===== config.mk =====
export PLATFORM = sky130hd
export DESIGN_NAME = encoder
export DESIGN_NICKNAME = d
export VERILOG_FILES = /design/src/rtl/encoder_pkg.sv /design/src/rtl/prio_enc8.sv /design/src/rtl/encoder.sv
export SDC_FILE = /design/constraint.sdc
export NUM_CORES = 1
export LEC_CHECK = 0
export BUFFER_PORTS_ARGS = -buffer_cell sky130_fd_sc_hd__buf_4
export CORE_AREA = 8 8 45 47
export DETAILED_ROUTE_END_ITERATION = 10
export DIE_AREA = 0 0 53 55
export PLACE_DENSITY = 0.33
export SLEW_MARGIN = 5
export SYNTH_ARGS = -nofsm -noshare
export SYNTH_HDL_FRONTEND = slang
export SYNTH_SLANG_ARGS = --single-unit

===== constraint.sdc =====
create_clock -name clk -period 2.2 [get_ports clk]
set_clock_uncertainty 0.2 [all_clocks]
set_input_delay 0.22 -clock clk [delete_from_list [all_inputs] [get_ports clk]]
set_output_delay 0.22 -clock clk [all_outputs]
set_load 0.02 [all_outputs]

===== src/rtl/encoder_pkg.sv =====
// encoder_pkg: shared widths and types for the registered priority encoder
package encoder_pkg;
  localparam int IN_W = 8;
  localparam int OUT_W = 3;
  typedef logic [IN_W-1:0] req_t;
  typedef logic [OUT_W-1:0] idx_t;
endpackage


===== src/rtl/prio_enc8.sv =====
// prio_enc8: combinational 8-to-3 priority encoder, bit 7 highest priority
module prio_enc8
  import encoder_pkg::*;
(
  input  req_t req,
  output idx_t idx,
  output logic any,
  output logic multi
);
  always_comb begin
    idx = req[7] ? 3'd7 :
          req[6] ? 3'd6 :
          req[5] ? 3'd5 :
          req[4] ? 3'd4 :
          req[3] ? 3'd3 :
          req[2] ? 3'd2 :
          req[1] ? 3'd1 : 3'd0;
    any = |req;
    // clearing the lowest set bit leaves something only if two or more were set
    multi = |(req & (req - req_t'(1)));
  end
endmodule


===== src/rtl/encoder.sv =====
// encoder: registered 8-to-3 priority encoder with enable; ENCODER_MULTIHOT_ERR_EN adds err
module encoder
  import encoder_pkg::*;
(
  input  logic             clk,
  input  logic             rst,
  input  logic [IN_W-1:0]  in,
  input  logic             enable,
  output logic [OUT_W-1:0] y,
`ifdef ENCODER_MULTIHOT_ERR_EN
  output logic             err,
`endif
  output logic             valid
);
  idx_t idx;
  logic any;
  logic multi;
  prio_enc8 u_prio (
    .req  (in),
    .idx  (idx),
    .any  (any),
    .multi(multi)
  );
  always_ff @(posedge clk) begin
    if (rst) begin
      y <= '0;
      valid <= 1'b0;
    end else begin
      y <= enable ? idx : '0;
      valid <= enable & any;
    end
  end
`ifdef ENCODER_MULTIHOT_ERR_EN
  always_ff @(posedge clk) err <= rst ? 1'b0 : enable & multi;
`else
  logic unused_multi;
  assign unused_multi = multi;
`endif
endmodule


After elaboration in Yosys (flattened, before gate mapping)
Index checks and enable logic that the tools add are counted.
{"block": "word_totals", "regBits": 4, "elab_cells": 13, "output_inout_bits": 4}
{"block": "classes", "mux": 7, "reduce_logical": 2, "n_bitwise": 2}
{"op": "3-bit 2-to-1 mux", "count": 6}
{"op": "8-bit OR reduction", "count": 1}
{"op": "2-bit OR reduction", "count": 1}
{"op": "1-bit AND", "count": 1}
{"op": "1-bit 2-to-1 mux", "count": 1}
{"op": "1-bit inverter", "count": 1}

Depth between registers and ports, before layout
Gate-level depths: netlist of run 1.
{"block": "depth", "word_depth": 7, "depth_mapped": 3, "mapped_depth_nobuf": 3}

By module
A second synthesis of run 1 with hierarchy kept.
{"block": "unflattened", "cells_unflattened": 29, "area_unflattened_um2": 242.7}
{"module": "prio_enc8", "instances": 1, "cells_per_inst": 21, "area_each_um2": 127.6, "seq_area_each_um2": 0.0}
{"module": "encoder", "instances": 1, "cells_per_inst": 8, "area_each_um2": 115.1, "seq_area_each_um2": 80.1}

Worst setup path before layout of run 1
Ideal clock, no wire load.
{"block": "synth_path", "path_kind": "input -> register", "startpoint": "input port rst", "endpoint": "register y[0]", "arrival_time_ns": 0.592, "setup_time_ns": 0.096, "setup_slack_ns": 1.312, "stages": 2, "path_cell_list": "nand2b_4 > o41ai_2"}
{"block": "synth_via", "elab_chain_len": 1}
{"item": "from (decl)", "line_no": "encoder.sv:6", "rtl": "input logic rst,"}
{"item": "2-bit OR reduction (no source line)"}
{"item": "to (signal assigned)", "line_no": "encoder.sv:29", "rtl": "y <= enable ? idx : '0;"}
{"item": "to (decl)", "line_no": "encoder.sv:9", "rtl": "output logic [OUT_W-1:0] y,"}
No other way between the ends.
A chain may end at the register's enable or synchronous reset.

Worst setup path after layout of run 1
{"block": "layout_path", "startpoint": "input port in[4]", "endpoint": "register y[1]"}
{"block": "layout_via", "elab_chain_len": 4}
{"item": "from (decl)", "line_no": "encoder.sv:7", "rtl": "input logic [IN_W-1:0] in,"}
{"item": "3-bit 2-to-1 mux", "line_no": "prio_enc8.sv:14", "rtl": "req[4] ? 3'd4 :"}
{"item": "3-bit 2-to-1 mux", "line_no": "prio_enc8.sv:13", "rtl": "req[5] ? 3'd5 :"}
{"item": "3-bit 2-to-1 mux", "line_no": "prio_enc8.sv:12", "rtl": "req[6] ? 3'd6 :"}
{"item": "3-bit 2-to-1 mux", "line_no": "prio_enc8.sv:11", "rtl": "idx = req[7] ? 3'd7 :"}
No other way between the ends.

==> impl_metrics.ini, run 1 <==
[finish]
nNetsFinal = 48
most_common_library_cell_in_the_layout_ignoring_fill_and_taps = sky130_fd_sc_hd__buf_4
instances_no_fill = 51
most_frequent_cells_in_the_layout = sky130_fd_sc_hd__buf_4 (14), sky130_fd_sc_hd__dfxtp_1 (4), sky130_fd_sc_hd__a21oi_1 (3), sky130_fd_sc_hd__clkbuf_4 (3)
stdcell_area_um2 = 332
antennaDiodeCount = 0
final_core_util = 0.240
area_growth_pct = 90.6
filler_cell_count = 148
post_route_cells_drive_above_1_share = 0.600

[logic_synthesis]
synth_cell_types = 12
count_of_state_elements_after_synthesis = 4
netlist_area_um2 = 174
synth-warning-count = 0
post_syn_instances = 17
syn_avg_cell_area_um2 = 10.2
synth_seq_area_share = 0.460
syn_nets = 28

[flow_run]
drv_cap = 0

[pwr]
ir_drop_mv = 0.151
cellLeakagePower_nw = 0.158
total_power_mw = 0.209
power_per_unit_of_standard_cell_area_nw_per_um2 = 629

[place]
gpl.final_weighted_congestion = 0.585
dp.cells = 47
placed_wire_length_estimate_after_detailed_placement_um = 462
dpl-instance-area_um2 = 299
port_buffers = 14

[timing]
final.period_utilization = 0.597
maxSlewViolCount = 0
setup_tns_ns = 0
max_clock_freq_mhz = 761
hold_violations = 0
period_needed_ns = 1.31
finalSetupViolations = 0
tightestPinTransition_ns = 0.234
worst_slew_margin_rel = 0.843
grt_setup_unrepaired = false

[routing]
vias = 189
detailedRoute.firstPassIterationCount = 2
drt-initial-drc-count = 1
totalWireLength_um = 530
remaining_design_rule_violation_count = 0
routed_vias_inst = 3.71
routedWlPerCell_um = 10.4
drtAntennaViolNets = 0

[run_status]
outcome = finished clean

[setup_path]
setup.worst_path.start = in[4]
start_kind = input pin
worstSetupPathDepth = 5
crit_path_max_fanout = 3
worst_path_largest_cell_delay_ns = 0.54
worstPathBufferInverterCount = 2
critical_path_cell_by_cell = dlygate4sd3_1, buf_4, nor2_2, o21ai_1, a21oi_1
timing.critical_path.slowest_stage_cell = sky130_fd_sc_hd__dlygate4sd3_1
arrival_ns = 1.27
criticalPathCategory = input pin to flip-flop
endpoint_kind = flip-flop
top_family_by_delay_on_critical_path = buffers and inverters
critical_path_required_ns = 2.16

[die]
fp.dieW_um = 53
floorplan.initialDensity = 0.126
dieHeight_um = 55
ios = 15
rows = 14
core_footprint_um2 = 1380
die_area_um2 = 2920

[clock_network]
ctsLongestPathBuffers = 2
clk_root_buffer_cell = sky130_fd_sc_hd__clkbuf_4
cts_made_buffers = 3
cts.reportedPaths.clkPinSlew_ns = 0.04
htree_levels = 1
count_of_cells_resized_by_post_cts_repair = 0
clock_tree_from_tritoncts = yes
cts_num_sinks = 4

[grt]
grt_use_total = 0.0431
grt_first_pass_wirelength_um = 876
grt_start_max_net_pins = 6
global_route_congestion_overflow_total = 0
grt_antenna_before_repair = 0
grt_pass1_vias = 236

[worst_hold_path]
min_from = in[6]
hold-path-endpoint = y[0]
hold_class = input pin to flip-flop
worst_hold_path.num_cells = 2
==> what timing repair did <==
item                                    CTS  global route
buffers inserted                          0             0
hold buffers                              1             0
endpoints found under the setup margin    0             0
endpoints found under the hold margin     1             0
==> routing by layer <==
layer,GRT usage,part of all wire
met2,0.0508,0.33
met3,0.0401,0.19
met1,0.0440,0.47
met4,0.0388,0
met5,0,0
==> logic make-up after synthesis <==
logic type             Yosys count  synth area share
AOI/OAI and AO/OA                7             0.309
and+or+nand+nor                  5             0.209
DFF                              4             0.460
buffers and inverters            1            0.0216
==> synthesized netlist by cell type <==
cell	number	area share
sky130_fd_sc_hd__a31oi_1	1	0.036
sky130_fd_sc_hd__o21ai_1	1	0.029
sky130_fd_sc_hd__nor4_1	1	0.036
sky130_fd_sc_hd__nor2_1	1	0.022
sky130_fd_sc_hd__o21bai_2	1	0.065
sky130_fd_sc_hd__nor2_2	1	0.036
sky130_fd_sc_hd__a21oi_1	3	0.086
sky130_fd_sc_hd__inv_1	1	0.022
sky130_fd_sc_hd__nand2b_4	1	0.079
sky130_fd_sc_hd__nor2b_1	1	0.036
sky130_fd_sc_hd__dfxtp_1	4	0.46
sky130_fd_sc_hd__o41ai_2	1	0.094
==> state kept, by name, indices dropped and copies added (netlist names) <==
signal,flops
valid,1
y,3
==> metrics by stage <==
stage	hold slack, ns	worst slack [ns]
3_5_place_dp	0.242	1.14
5_1_grt	0.0138	0.804
6_report	0.00968	0.887
4_1_cts	0.00458	0.904
2_1_floorplan	0.121	1.31
3_3_place_gp	0.247	1.13
==> cell type report <==
| cell class | count | area (um2) | area share |
|---|---|---|---|
| Timing Repair Buffer | 15 | 115 | 0.347 |
| Multi-Input combinational cell | 12 | 90.1 | 0.272 |
| Sequential cell | 4 | 80.1 | 0.242 |
| Clock buffer | 3 | 22.5 | 0.0679 |
| Tap cell | 16 | 20.0 | 0.0604 |
| Inverter | 1 | 3.75 | 0.0113 |
==> worst max path at each step <==
stage                 end  slack [ns]
finish               y[1]        0.89
global route         y[1]        0.80
CTS                  y[1]        0.90
detailed placement  valid        1.14
global placement     y[0]        1.13
floorplan            y[0]        1.31
==> where the power goes <==
part | switching (mW) | leakage (nW) | internal (mW) | total [mW]
Clock | 0.0265 | 0.0138 | 0.0608 | 0.0873
Combinational | 0.0191 | 0.111 | 0.0239 | 0.0430
Sequential | 0.00102 | 0.0332 | 0.0772 | 0.0783
Note: power is estimated with default switching activity, not from simulation.
==> run 2, diff against run 1 <==
clock period = 1.4 ns   (was 2.2 ns; I/O delays follow)
==> impl_metrics.ini, run 2 (synthesis gave the netlist of run 1 again) <==
[finish]
most_common_library_cell_in_the_layout_ignoring_fill_and_taps = sky130_fd_sc_hd__buf_4
area_growth_pct = 108
nNetsFinal = 51
filler_cell_count = 143
final_core_util = 0.261
layout_top_registers = y x3, valid x1
stdcell_area_um2 = 362
largest_register = y
largest_register_ff_count = 3
most_frequent_cells_in_the_layout = sky130_fd_sc_hd__buf_4 (14), sky130_fd_sc_hd__dlygate4sd3_1 (4), sky130_fd_sc_hd__dfxtp_1 (4), sky130_fd_sc_hd__a21oi_1 (3), sky130_fd_sc_hd__clkbuf_4 (3)
post_route_cells_drive_above_1_share = 0.553
antennaDiodeCount = 0

[routing]
totalWireLength_um = 568
routedWlPerCell_um = 10.5
detailedRoute.firstPassIterationCount = 2
routed_vias_inst = 3.76
drt-initial-drc-count = 1
drtAntennaViolNets = 0
vias = 203
remaining_design_rule_violation_count = 0

[clock_network]
ctsLongestPathBuffers = 2
cts_num_sinks = 4
cts_made_buffers = 3
clock_tree_from_tritoncts = yes
clk_root_buffer_cell = sky130_fd_sc_hd__clkbuf_4
cts.reportedPaths.clkPinSlew_ns = 0.03
count_of_cells_resized_by_post_cts_repair = 0
htree_levels = 1
postCtsSetupRepairBufs = 0
total_of_hold_buffers_inserted_after_clock_tree_synthesis = 4

[grt]
global_route.peak_usage_layer = met2
met3_usage = 0.0401
grt_pass1_vias = 258
grt_use_total = 0.0464
grt_start_max_net_pins = 6
grt_use_met1 = 0.0440
grt_first_pass_wirelength_um = 959
grt_antenna_before_repair = 0
global_route.usage.met2 = 0.0625
global_route_congestion_overflow_total = 0

[die]
floorplan.initialDensity = 0.126
ios = 15
fp.dieW_um = 53
die_area_um2 = 2920
dieHeight_um = 55
rows = 14
core_footprint_um2 = 1380

[timing]
hold_violations = 0
worst_slew_margin_rel = 0.843
maxSlewViolCount = 0
setup_tns_ns = 0
grt_setup_unrepaired = false
period_needed_ns = 1.23
finalSetupViolations = 0
tightestPinTransition_ns = 0.234
final.period_utilization = 0.882
setup_ws_ns = 0.166
max_clock_freq_mhz = 810

[setup_path]
start_kind = input pin
arrival_ns = 1.19
critical_path_required_ns = 1.36
endpoint_kind = flip-flop
worstPathBufferInverterCount = 2
criticalPathCategory = input pin to flip-flop
top_family_by_delay_on_critical_path = buffers and inverters
timing.critical_path.slowest_stage_cell = sky130_fd_sc_hd__dlygate4sd3_1
critical_path_cell_by_cell = dlygate4sd3_1, buf_4, nor2_2, o21ai_1, a21oi_1
worst_path_largest_cell_delay_ns = 0.54
crit_path_max_fanout = 3

[place]
placed_wire_length_estimate_after_detailed_placement_um = 462
port_buffers = 14
dp_worst_setup_slack_ns = 0.421
gpl.final_weighted_congestion = 0.585
dpl-instance-area_um2 = 299

[flow_run]
drv_cap = 0

[pwr]
power_per_unit_of_standard_cell_area_nw_per_um2 = 924
total_power_mw = 0.334
ir_drop_mv = 0.237
cellLeakagePower_nw = 0.171

[run_status]
outcome = finished clean

[worst_hold_path]
hold_class = input pin to flip-flop
run 2: changes by cell type in the layout (fill, tap and decap cells not counted), sizes merged:
cell / previous run / this run
dlygate4sd3: 1 / 4
run 2: report_power, final:
part           internal [mW]  switching (mW)  total (mW)
Combinational         0.0430          0.0312      0.0741
Sequential             0.121         0.00161       0.123
Clock                 0.0955          0.0417       0.137
run 2: final cells by class:
class	instances	area, um2	share of cell area
clock buffer	3	22.5	0.0623
inverter	1	3.75	0.0104
multi-input combinational	12	90.1	0.249
sequential	4	80.1	0.221
tap	16	20.0	0.0554
timing repair buffer	18	145	0.401
run 2: worst paths after layout:
path	end	from	cells after the start	slack [ns]
hold / removal	y[1]	rst	3	0.01
setup / recovery	y[1]	in[4]	5	0.17
run 2: metrics by stage:
step / hold WS [ns] / cells
global route: 0.0206 / 54
floorplan: 0.0415 / 17
CTS: 0.000421 / 54
detailed placement: 0.162 / 47
global placement: 0.167 / 47
finish: 0.0132 / 54
run 2: layer usage:
metal,wire [um],vias to the layer above
met5,0,-
met4,0,0
met3,101,0
met2,219,15
met1,246,84
li1,-,104
==> run 3, diff against run 2 <==
ABC_AREA = 1   (was unset)
==> impl_metrics.ini, run 3 <==
[setup_path]
worst_path_largest_cell_delay_ns = 0.53
crit_path_max_fanout = 3
critical_path_cell_by_cell = dlygate4sd3_1, buf_4, nor2_1, nand2_1, a21oi_1
arrival_ns = 1.17
critical_path_required_ns = 1.36
worstSetupPathDepth = 5
start_kind = input pin
criticalPathCategory = input pin to flip-flop
worstPathBufferInverterCount = 2
top_family_by_delay_on_critical_path = buffers and inverters
endpoint_kind = flip-flop
timing.critical_path.slowest_stage_cell = sky130_fd_sc_hd__dlygate4sd3_1

[die]
floorplan.initialDensity = 0.128
rows = 14
core_footprint_um2 = 1380
ios = 15
fp.dieW_um = 53
die_area_um2 = 2920
dieHeight_um = 55

[clock_network]
cts.reportedPaths.clkPinSlew_ns = 0.03
clk_root_buffer_cell = sky130_fd_sc_hd__clkbuf_4
cts_num_sinks = 4
htree_levels = 1
cts_made_buffers = 3
clock_tree_from_tritoncts = yes
ctsLongestPathBuffers = 2

[routing]
vias = 229
routed-wl-met2_um = 308
top_signal_layer_used = met3
totalWireLength_um = 561
drtAntennaViolNets = 0
dr_wl_met3_um = 90
drt-initial-drc-count = 1
detailedRoute.firstPassIterationCount = 2
routed_vias_inst = 3.47
routedWlPerCell_um = 8.50
remaining_design_rule_violation_count = 0
met1_length_um = 163

[pwr]
power_per_unit_of_standard_cell_area_nw_per_um2 = 865
cellLeakagePower_nw = 0.213
netSwitchingPower_mw = 0.0733
p_int_mw = 0.260
share_comb_of_total_power = 0.223
ir_drop_mv = 0.173
clock_power_share = 0.409
power_switching_share = 0.220
share_seq_of_total_power = 0.368

[logic_synthesis]
syn_nets = 38
netlist.top_cell.by_area = sky130_fd_sc_hd__dfxtp_1
post_synth_most_frequent_cells = sky130_fd_sc_hd__inv_1 (8), sky130_fd_sc_hd__nand2_1 (7), sky130_fd_sc_hd__dfxtp_1 (4)
syn_avg_cell_area_um2 = 6.58
ranking_of_synthesized_cells_by_area = sky130_fd_sc_hd__dfxtp_1 (45%), sky130_fd_sc_hd__inv_1 (17%), sky130_fd_sc_hd__nand2_1 (15%)
synth.top_cell.area_share = 0.451
synth_cell_types = 8
synth-edff-count = 0
async_flop_share = 0
post_syn_instances = 27
count_of_state_elements_after_synthesis = 4
netlist_area_um2 = 178
most_instantiated_flip_flop_cell_in_the_synthesis_netlist = sky130_fd_sc_hd__dfxtp_1
synth-warning-count = 0
post-synth-top-count-cell = sky130_fd_sc_hd__inv_1
synth_seq_area_share = 0.451

[finish]
stdcell_area_um2 = 385
largest_register_ff_count = 3
filler_cell_count = 155
instances_no_fill = 66
antennaDiodeCount = 0
most_frequent_cells_in_the_layout = sky130_fd_sc_hd__buf_4 (14), sky130_fd_sc_hd__inv_1 (8), sky130_fd_sc_hd__nand2_1 (7), sky130_fd_sc_hd__dlygate4sd3_1 (6), sky130_fd_sc_hd__dfxtp_1 (4)
post_route_cells_drive_above_1_share = 0.360
most_common_library_cell_in_the_layout_ignoring_fill_and_taps = sky130_fd_sc_hd__buf_4
area_growth_pct = 117
nNetsFinal = 63
final_core_util = 0.278
largest_register = y
layout_top_registers = y x3, valid x1

[place]
gpl.final_weighted_congestion = 0.718
port_buffers = 14
dp.cells = 57
dpl-instance-area_um2 = 303
placed_wire_length_estimate_after_detailed_placement_um = 443

[grt]
grt_first_pass_wirelength_um = 841
grt_pass1_vias = 238
grt_start_max_net_pins = 5
global_route_congestion_overflow_total = 0
grt_use_total = 0.0421
grt_antenna_before_repair = 0

[worst_hold_path]
min_from = rst
hold-path-endpoint = y[0]
worst_hold_path.num_cells = 4
hold_class = input pin to flip-flop

[run_status]
outcome = finished clean

[timing]
tightestPinTransition_ns = 0.191
maxSlewViolCount = 0
worst_slew_margin_rel = 0.872
whs_ns = 0.0215
grt_setup_unrepaired = false
finalSetupViolations = 0
period_needed_ns = 1.21
final.period_utilization = 0.865
max_clock_freq_mhz = 825
setup_tns_ns = 0
hold_violations = 0

[flow_run]
drv_cap = 0
## run 3: stage by stage
step | setup WS (ns) | power, mW
finish | 0.189 | 0.333
global route | 0.134 | 0.355
CTS | 0.202 | 0.344
detailed placement | 0.440 | 0.186
global placement | 0.459 | 0.185
floorplan | 0.634 | 0.150
## run 3: how the worst max path moves through the flow
| stage | startpoint | endpoint | slack (ns) |
|---|---|---|---|
| 2_1_floorplan | in[3] | valid | 0.63 |
| 3_3_place_gp | in[3] | valid | 0.46 |
| 3_5_place_dp | in[3] | valid | 0.44 |
| 4_1_cts | in[1] | valid | 0.20 |
| 5_1_grt | in[1] | valid | 0.13 |
| 6_report | in[4] | y[1] | 0.19 |
## run 3: layout make-up
class | count | area [um2] | area share
clock buffers | 3 | 22.5 | 0.0584
flip-flops and latches | 4 | 80.1 | 0.208
multi-input cells | 15 | 67.6 | 0.175
inverters | 8 | 30.0 | 0.0779
repair buffers | 20 | 165 | 0.429
well taps | 16 | 20.0 | 0.0519
## run 3: timing repair
item,in CTS,in global routing
resized for setup,0,0
hold buffers,6,0
endpoints found under the setup margin,0,0
hold endpoints to repair,4,0
buffers inserted,0,0
## run 3: logic make-up after synthesis
group / after synthesis / share of synthesized area
flops: 4 / 0.451
buf+inv: 8 / 0.169
simple gates: 11 / 0.239
compound gates: 4 / 0.141
## run 3: metal layers
layer	global-route usage	vias to the layer above
met5	0	-
met4	0.0517	0
met3	0.0294	0
met2	0.0723	7
met1	0.0258	95
li1	-	127
## run 3: power groups by stage
stage                     combinational (mW)  sequential (mW)  clock [mW]
after floorplan                       0.0178            0.132           0
after global placement                0.0612            0.124           0
after detailed placement              0.0614            0.124           0
after CTS                             0.0747            0.123       0.147
after global routing                  0.0812            0.123       0.151
final                                 0.0742            0.123       0.136
